==> config.mk <==
export PLATFORM = sky130hd
export DESIGN_NAME = matrix_scan_driver
export DESIGN_NICKNAME = d
export VERILOG_FILES = /design/src/rtl/matrix_scan_driver.sv
export SDC_FILE = /design/constraint.sdc
export NUM_CORES = 1
export LEC_CHECK = 0
export CAP_MARGIN = 10
export CORE_ASPECT_RATIO = 1.75
export CORE_MARGIN = 3
export CORE_UTILIZATION = 50
export CTS_BUF_LIST = sky130_fd_sc_hd__clkbuf_8
export DETAILED_ROUTE_END_ITERATION = 16
export PLACE_DENSITY = 0.79
export SLEW_MARGIN = 20
export SYNTH_ARGS = -nofsm -noshare
export SYNTH_HDL_FRONTEND = slang
export SYNTH_SLANG_ARGS = --single-unit
==> constraint.sdc <==
create_clock -name clk -period 1.85 [get_ports clk]
set_input_delay 0.185 -clock clk [delete_from_list [all_inputs] [get_ports clk]]
set_output_delay 0.185 -clock clk [all_outputs]
set_load 0.05 [all_outputs]
==> src/rtl/matrix_scan_driver.sv <==
// HUB75 row scanner: shifts red/red2 MSB-first, latches, lights the row for ON_CYCLES, steps linesel.
// Latency: row words sampled on last SETTLE cycle; row period SETTLE_CYC + 2*DIV*COLS + ON_CYCLES + 2 clks.
// Backpressure: none; linesel_en gates scanning and is only looked at in IDLE and NEXT.
module matrix_scan_driver #(
  parameter int COLS       = 32,
  parameter int ROWS       = 8,
  parameter int DIV        = 1,
  parameter int SETTLE_CYC = 2,
  parameter int ON_CYCLES  = 16
) (
  input  logic            clk,
  input  logic            rst,
  input  logic            linesel_en,
  input  logic [COLS-1:0] red,
  input  logic [COLS-1:0] red2,
  output logic [2:0]      linesel,
  output logic            r1,
  output logic            r2,
  output logic            sclk,
  output logic            lat,
  output logic            oe_n,
  output logic            frame_start
);

  localparam logic [2:0] S_IDLE    = 3'd0;
  localparam logic [2:0] S_SETTLE  = 3'd1;
  localparam logic [2:0] S_SHIFT   = 3'd2;
  localparam logic [2:0] S_LATCH   = 3'd3;
  localparam logic [2:0] S_DISPLAY = 3'd4;
  localparam logic [2:0] S_NEXT    = 3'd5;

  localparam int CNT_MAX = (SETTLE_CYC > ON_CYCLES) ? SETTLE_CYC : ON_CYCLES;
  localparam int CNT_W   = $clog2(CNT_MAX + 1);
  localparam int BIT_W   = $clog2(COLS + 1);
  localparam int DIV_W   = $clog2(DIV + 1);

  localparam logic [CNT_W-1:0] SETTLE_LAST = CNT_W'(SETTLE_CYC - 1);
  localparam logic [CNT_W-1:0] ON_LAST     = CNT_W'(ON_CYCLES - 1);
  localparam logic [BIT_W-1:0] BIT_LAST    = BIT_W'(COLS - 1);
  localparam logic [DIV_W-1:0] DIV_LAST    = DIV_W'(DIV - 1);
  localparam logic [2:0]       ROW_LAST    = 3'(ROWS - 1);

  logic [2:0]       state;
  logic [CNT_W-1:0] cnt;
  logic [BIT_W-1:0] bit_cnt;
  logic [DIV_W-1:0] div_cnt;
  logic [COLS-1:0]  sr1;
  logic [COLS-1:0]  sr2;
  logic [2:0]       linesel_inc;

  // Serial data comes straight off the shift register MSB, so it is a flop output.
  assign r1 = sr1[COLS-1];
  assign r2 = sr2[COLS-1];

  assign linesel_inc = (linesel == ROW_LAST) ? 3'd0 : linesel + 3'd1;

  always_ff @(posedge clk) begin
    if (rst) begin
      state       <= S_IDLE;
      cnt         <= '0;
      bit_cnt     <= '0;
      div_cnt     <= '0;
      sr1         <= '0;
      sr2         <= '0;
      linesel     <= 3'd0;
      sclk        <= 1'b0;
      lat         <= 1'b0;
      oe_n        <= 1'b1;
      frame_start <= 1'b0;
    end else begin
      lat         <= 1'b0;
      frame_start <= 1'b0;
      case (state)
        S_IDLE: begin
          oe_n <= 1'b1;
          sclk <= 1'b0;
          if (linesel_en) begin
            state       <= S_SETTLE;
            cnt         <= '0;
            frame_start <= (linesel == 3'd0);
          end
        end

        S_SETTLE: begin
          if (cnt == SETTLE_LAST) begin
            sr1     <= red;
            sr2     <= red2;
            bit_cnt <= '0;
            div_cnt <= '0;
            sclk    <= 1'b0;
            state   <= S_SHIFT;
          end else begin
            cnt <= cnt + CNT_W'(1);
          end
        end

        // Each bit: DIV clks low, DIV clks high; data moves on the falling edge only.
        S_SHIFT: begin
          if (div_cnt != DIV_LAST) begin
            div_cnt <= div_cnt + DIV_W'(1);
          end else begin
            div_cnt <= '0;
            if (!sclk) begin
              sclk <= 1'b1;
            end else begin
              sclk <= 1'b0;
              sr1  <= sr1 << 1;
              sr2  <= sr2 << 1;
              if (bit_cnt == BIT_LAST) begin
                lat   <= 1'b1;
                state <= S_LATCH;
              end else begin
                bit_cnt <= bit_cnt + BIT_W'(1);
              end
            end
          end
        end

        S_LATCH: begin
          oe_n  <= 1'b0;
          cnt   <= '0;
          state <= S_DISPLAY;
        end

        S_DISPLAY: begin
          if (cnt == ON_LAST) begin
            oe_n  <= 1'b1;
            state <= S_NEXT;
          end else begin
            cnt <= cnt + CNT_W'(1);
          end
        end

        // Address only moves here, with the panel dark.
        S_NEXT: begin
          linesel <= linesel_inc;
          if (linesel_en) begin
            state       <= S_SETTLE;
            cnt         <= '0;
            frame_start <= (linesel_inc == 3'd0);
          end else begin
            state <= S_IDLE;
          end
        end

        default: state <= S_IDLE;
      endcase
    end
  end

endmodule
==> results of run 1 <==
==> stage by stage <==
step	power, mW	setup TNS (ns)	cells	hold WS, ns
floorplan	2.75	0	459	0.333
global placement	3.10	-0.121	619	0.456
detailed placement	3.13	-0.408	619	0.471
CTS	4.69	0	641	0.271
global route	4.93	-0.181	642	0.312
finish	4.71	0	642	0.298
==> cells by family after synthesis <==
group                      after synthesis  share of synthesized area
adders and majority gates                7                     0.0197
AOI/OAI and AO/OA                      171                      0.300
xor gates and xnor gates                 1                    0.00197
DFF                                     85                      0.382
muxes                                   66                      0.149
and+or+nand+nor                         59                     0.0772
buffers and inverters                   70                     0.0708
==> worst paths after layout <==
path | startpoint | end | slack (ns)
setup reg to reg | cnt[1] | cnt[4] | 0.04
setup / recovery | sclk | sclk | 0.04
hold / removal | rst | lat | 0.30
hold reg to reg | sr2[24] | sr2[24] | 0.50
==> sequential cells by signal (all words and copies together), names as in the netlist <==
register,flops
state,3
oe_n,1
sclk,1
sr2,32
sr1,32
frame_start,1
lat,1
linesel,3
bit_cnt,6
cnt,5
==> power groups by stage <==
stage / clock network (mW) / logic [mW] / registers (mW)
4_1_cts: 1.49 / 1.17 / 2.02
6_report: 1.47 / 1.22 / 2.03
2_1_floorplan: 0 / 0.694 / 2.05
3_5_place_dp: 0 / 1.07 / 2.06
3_3_place_gp: 0 / 1.05 / 2.05
5_1_grt: 1.57 / 1.32 / 2.04
==> Yosys cell counts (all sizes together), types with 2 or more instances <==
| library cell | number | area share |
|---|---|---|
| buf | 23 | 0.031 |
| or3 | 3 | 0.0042 |
| a2bb2oi | 2 | 0.0039 |
| a21boi | 2 | 0.0034 |
| o32a | 2 | 0.0045 |
| nand4 | 3 | 0.0042 |
| nand3 | 4 | 0.0045 |
| and3 | 3 | 0.0042 |
| dfxtp | 85 | 0.38 |
| ha | 7 | 0.020 |
| nor2 | 9 | 0.0076 |
| nand3b | 2 | 0.0034 |
| nor3 | 4 | 0.0045 |
| o311ai | 2 | 0.0039 |
| nand2b | 2 | 0.0028 |
| o211ai | 64 | 0.11 |
| a31oi | 2 | 0.0028 |
| o31ai | 3 | 0.0051 |
| o41ai | 62 | 0.12 |
| nand2 | 16 | 0.013 |
| inv | 12 | 0.010 |
| a211oi | 5 | 0.0084 |
| o21ai | 5 | 0.0056 |
| nor2b | 2 | 0.0028 |
| a21oi | 12 | 0.013 |
| clkbuf | 34 | 0.029 |
| o22ai | 4 | 0.0056 |
| nor4b | 2 | 0.0087 |
| mux2i | 65 | 0.15 |
| or4 | 3 | 0.0051 |
| or4b | 2 | 0.0045 |
| o32ai | 2 | 0.0039 |
==> layer usage <==
layer  up-vias  share of wire  GRT usage  routed length (um)
met2       105           0.52      0.372                5800
li1       1971              -          -                   -
met3        24          0.040     0.0466                 447
met4         0          0.026      0.113                 293
met1      1929           0.41      0.259                4540
met5         -              0          0                   0
==> final cells by class <==
class	count	area, um^2	share of cell area
inverter	13	52.6	0.00912
timing repair buffer	107	1070	0.186
clock inverter	7	100	0.0174
multi-input combinational	304	2560	0.444
sequential	85	1710	0.297
tap	117	146	0.0254
clock buffer	9	124	0.0215
==> critical path: cells and delay by family (launching register included) <==
| family | cells | cell delay [ns] |
|---|---|---|
| buffers and inverters | 2 | 0.94 |
| DFF | 1 | 0.34 |
==> what timing repair did <==
item                                   4_1_cts  5_1_grt
setup endpoints to repair                    6       23
endpoints found under the hold margin        0        0
pin swaps                                   10       13
cloned                                       1        0
setup buffers                                5        3
gates resized for setup                     17       18
==> results.sh, run 1 <==
export IMPL_p_sw_frac=0.295
export IMPL_fp_dieW_um=77.4
export IMPL_pre_cts_slack_ns=-0.119
export IMPL_fin_ws_ns=0.0386
export IMPL_chipHeight_um=131
export IMPL_yosysWarnings=0
export IMPL_setup_viol_count_final=0
export IMPL_status="complete, no violations"
export IMPL_synth_main_ff_cell="dfxtp_1"
export IMPL_finalHoldViolCount=0
export IMPL_wire_per_inst_um=17.2
export IMPL_seq_area_frac_synth=0.382
export IMPL_cts_buffers_inserted=9
export IMPL_internal_power_mw=3.32
export IMPL_p_seq_frac=0.430
export IMPL_fmax_ghz=0.552
export IMPL_p_leak_nw=2.48
export IMPL_final_cell_area_um2=5760
export IMPL_rsz0062_at_grt="yes"
export IMPL_core_um2=8670
export IMPL_cts_root_buf="clkbuf_8"
export IMPL_fp_row_count=45
export IMPL_clockBufferDepth=2
export IMPL_critPathCaptureType="output pin"
export IMPL_cpMaxStageDelayCell="clkdlybuf4s50_1"
export IMPL_vias_per_cell=6.28
export IMPL_synth_edf_count=0
export IMPL_drt_iter0_drc=200
export IMPL_maxSlewHeadroom=0.618
export IMPL_post_route_period_util=0.979
export IMPL_worstSkewPairLatency_ns=0.36
export IMPL_finalCriticalPeriod_ns=1.81
export IMPL_drt_wl_total_um=11100
export IMPL_cts_max_level=3
export IMPL_min_path_cells=5
export IMPL_grt_pass1_vias=3921
export IMPL_ys_ff_latch=85
export IMPL_syn_inst=459
export IMPL_fin_worst_skew_ns=0.0118
export IMPL_grt_max_degree=95
export IMPL_ir_drop_mv=0.599
export IMPL_synth_cell_types=51
export IMPL_detail_route_antenna_nets=0
export IMPL_slew_violations=0
export IMPL_synth_nets=533
export IMPL_async_flop_share=0
export IMPL_clkPwrFrac=0.312
export IMPL_critPathLaunchType="flop"
export IMPL_clkTransAtPathRegs_ns=0.08
export IMPL_layout_commonest_cell="dfxtp_1"
export IMPL_start_util=0.514
export IMPL_layout_common_cells="dfxtp_1, clkdlybuf4s50_1, mux2i_1"
export IMPL_postSynthAreaPerCell_um2=9.70
export IMPL_crit_type="flop to output pin"
export IMPL_drt_drc_violations_left=0
export IMPL_cp_required_ns=1.66
export IMPL_netlist_area_um2=4450
export IMPL_routabilityCongestion=0.838
export IMPL_drv_cap=0
export IMPL_grt_overflow_total=0
export IMPL_drive_above_1_share=0.145
export IMPL_cts_sinks=85
export IMPL_comb_power_share=0.259
export IMPL_antenna_found_initial=0
export IMPL_r2r_cells=7
export IMPL_placedInstanceArea_um2=5370
export IMPL_cts_tree="done"
export IMPL_hold_class="input pin to flop"
export IMPL_vias=4029
export IMPL_arrival_ns=1.63
export IMPL_hpwl_um=7120
export IMPL_area_growth_pct=29.4
export IMPL_dr_pass1_iters=6
export IMPL_slowest_delay_ns=0.80
export IMPL_layout_nets=594
export IMPL_max_slew_worst_pin_slew_ns=0.573
export IMPL_portBuffers=75
export IMPL_power_switching_mw=1.39
export IMPL_hold_buffers=0
export IMPL_grt_usage=0.219
export IMPL_path_cells="buf_4 > clkdlybuf4s50_1"
export IMPL_ios=76
export IMPL_nFillCells=738
export IMPL_grt_pass1_wl_um=18100
export IMPL_dieArea_um2=10100
export IMPL_crit_path_max_fanout=5
export IMPL_utilization=0.665
export IMPL_p_per_area_nw_per_um2=818
export IMPL_n_antenna_cell=0
Power figures use the tool's default switching activity.
==> run 2, diff against run 1 <==
--- a/config.mk
+++ b/config.mk
@@ -7,7 +7,6 @@
 export LEC_CHECK = 0
 export CAP_MARGIN = 10
 export CORE_ASPECT_RATIO = 1.75
-export CORE_MARGIN = 3
 export CORE_UTILIZATION = 50
 export CTS_BUF_LIST = sky130_fd_sc_hd__clkbuf_8
 export DETAILED_ROUTE_END_ITERATION = 16
==> results.sh, run 2 (synthesized netlist as in run 1, its figures left out) <==
export IMPL_grtUsageMet1=0.283
export IMPL_p_total_mw=4.54
export IMPL_dieArea_um2=9310
export IMPL_clkTransAtPathRegs_ns=0.09
export IMPL_cts_max_level=3
export IMPL_cts_sinks=85
export IMPL_n_antenna_cell=0
export IMPL_hold_buffers=0
export IMPL_detail_route_antenna_nets=0
export IMPL_vias=4033
export IMPL_hold_class="input pin to flop"
export IMPL_portBuffers=75
export IMPL_vias_per_cell=6.22
export IMPL_grt_usage=0.235
export IMPL_finalCriticalPeriod_ns=1.85
export IMPL_drv_cap=0
export IMPL_multi_input_area_um2=2640
export IMPL_crit_path_max_fanout=8
export IMPL_fin_worst_skew_ns=0.0116
export IMPL_wire_per_inst_um=17.1
export IMPL_crit_type="flop to flop"
export IMPL_use_met3=0.0421
export IMPL_layout_common_cells="dfxtp_1, clkdlybuf4s50_1, mux2i_1"
export IMPL_layout_nets=600
export IMPL_nFillCells=703
export IMPL_fmax_ghz=0.539
export IMPL_hpwl_um=7030
export IMPL_crit_top_cell="ha_2"
export IMPL_drt_drc_violations_left=0
export IMPL_met2_usage=0.405
export IMPL_start_util=0.514
export IMPL_violations="setup timing"
export IMPL_arrival_ns=2.14
export IMPL_crit_family="simple AND/OR/NAND/NOR gates"
export IMPL_dr_pass1_iters=4
export IMPL_fin_ws_ns=-0.00399
export IMPL_setup_viol_count_final=1
export IMPL_p_per_area_nw_per_um2=776
export IMPL_clockBufferDepth=2
export IMPL_fp_row_count=45
export IMPL_layout_commonest_cell="dfxtp_1"
export IMPL_ir_drop_mv=0.646
export IMPL_cts_tree="done"
export IMPL_area_growth_pct=31.4
export IMPL_path_cells="ha_2 > and3_4 > ha_2 > or2_4 > a21oi_4 > or4_1 > a21oi_2"
export IMPL_maxSlewHeadroom=0.576
export IMPL_final_cell_area_um2=5850
export IMPL_chipHeight_um=127
export IMPL_max_slew_worst_pin_slew_ns=0.636
export IMPL_post_route_period_util=1.00
export IMPL_ios=76
export IMPL_grt_busiest_layer="met2"
export IMPL_antenna_found_initial=0
export IMPL_cts_root_buf="clkbuf_8"
export IMPL_status="finished, violations left"
export IMPL_slowest_delay_ns=0.52
export IMPL_grt_overflow_total=0
export IMPL_cts_buffers_inserted=9
export IMPL_worstSkewPairLatency_ns=0.36
export IMPL_crit_buf_inv=0
export IMPL_cp_required_ns=2.13
export IMPL_routabilityCongestion=0.847
export IMPL_cpMaxStageDelayCell="or4_1"
export IMPL_layout_area_seq_um2=1710
export IMPL_p_leak_nw=2.55
export IMPL_grt_pass1_wl_um=17300
export IMPL_drive_above_1_share=0.177
export IMPL_finalHoldViolCount=0
export IMPL_critPathLaunchType="flop"
export IMPL_grt_pass1_vias=3769
export IMPL_slew_violations=0
export IMPL_rsz0062_at_grt="yes"
export IMPL_drt_iter0_drc=361
export IMPL_grt_max_degree=129
export IMPL_core_um2=8670
export IMPL_drt_wl_total_um=11100
export IMPL_top_regs="sr1: 32 flops, sr2: 32 flops, bit_cnt: 6 flops"
export IMPL_placedInstanceArea_um2=5410
export IMPL_critPathCaptureType="flop"
export IMPL_fp_dieW_um=73.4
[run 2: where the power goes]
part / switching, mW / total [mW] / internal [mW]
sequential: 0.0898 / 2.03 / 1.94
clock: 0.659 / 1.27 / 0.608
combinational: 0.617 / 1.24 / 0.628
total: 1.37 / 4.54 / 3.18
[run 2: worst reg2reg max path, delay by kind of cell (launching register included)]
| kind | cells | cell delay (ns) |
|---|---|---|
| AO/OA/AOI/OAI | 2 | 0.23 |
| adder cells (fa/ha/maj) | 2 | 0.35 |
| flip-flops | 1 | 0.37 |
| AND/OR/NAND/NOR | 3 | 0.83 |
[run 2: worst paths after layout]
path / startpoint / endpoint / slack, ns / depth (start not counted)
setup reg to reg: cnt[0] / cnt[1] / -0.004 / 7
setup / recovery: cnt[0] / cnt[1] / -0.004 / 7
hold / removal: rst / bit_cnt[5] / 0.24 / 4
hold reg to reg: sr2[0] / sr2[0] / 0.48 / 2
[run 2: cell type report]
| class | count | area share |
|---|---|---|
| repair buffers | 113 | 0.192 |
| multi-input cells | 304 | 0.450 |
| well taps | 117 | 0.0250 |
| clock buffers | 9 | 0.0212 |
| flip-flops and latches | 85 | 0.292 |
| inverters | 13 | 0.00898 |
| clock inverters | 7 | 0.0103 |
[run 2: repair_timing]
item	in CTS	in global routing
gates resized for setup	7	46
endpoints found under the setup margin	9	76
pin swaps	2	11
setup buffers	1	9
gates cloned	1	0
[run 2: per-stage QoR]
step / setup TNS, ns / worst slack (ns) / cells / util / hold WS, ns
final: -0.00399 / -0.00399 / 648 / 0.675 / 0.239
after global routing: -0.873 / -0.0777 / 648 / 0.675 / 0.253
after CTS: -0.0795 / -0.0311 / 642 / 0.655 / 0.229
after detailed placement: -0.507 / -0.148 / 624 / 0.623 / 0.463
after global placement: -0.0345 / -0.0345 / 624 / 0.623 / 0.457
after floorplan: 0 / 0.00320 / 459 / - / 0.333
[run 2: metal layers]
metal / routed length (um) / vias up
li1: - / 1980
met1: 4790 / 1954
met2: 5740 / 89
met3: 375 / 10
met4: 159 / 0
met5: 0 / -
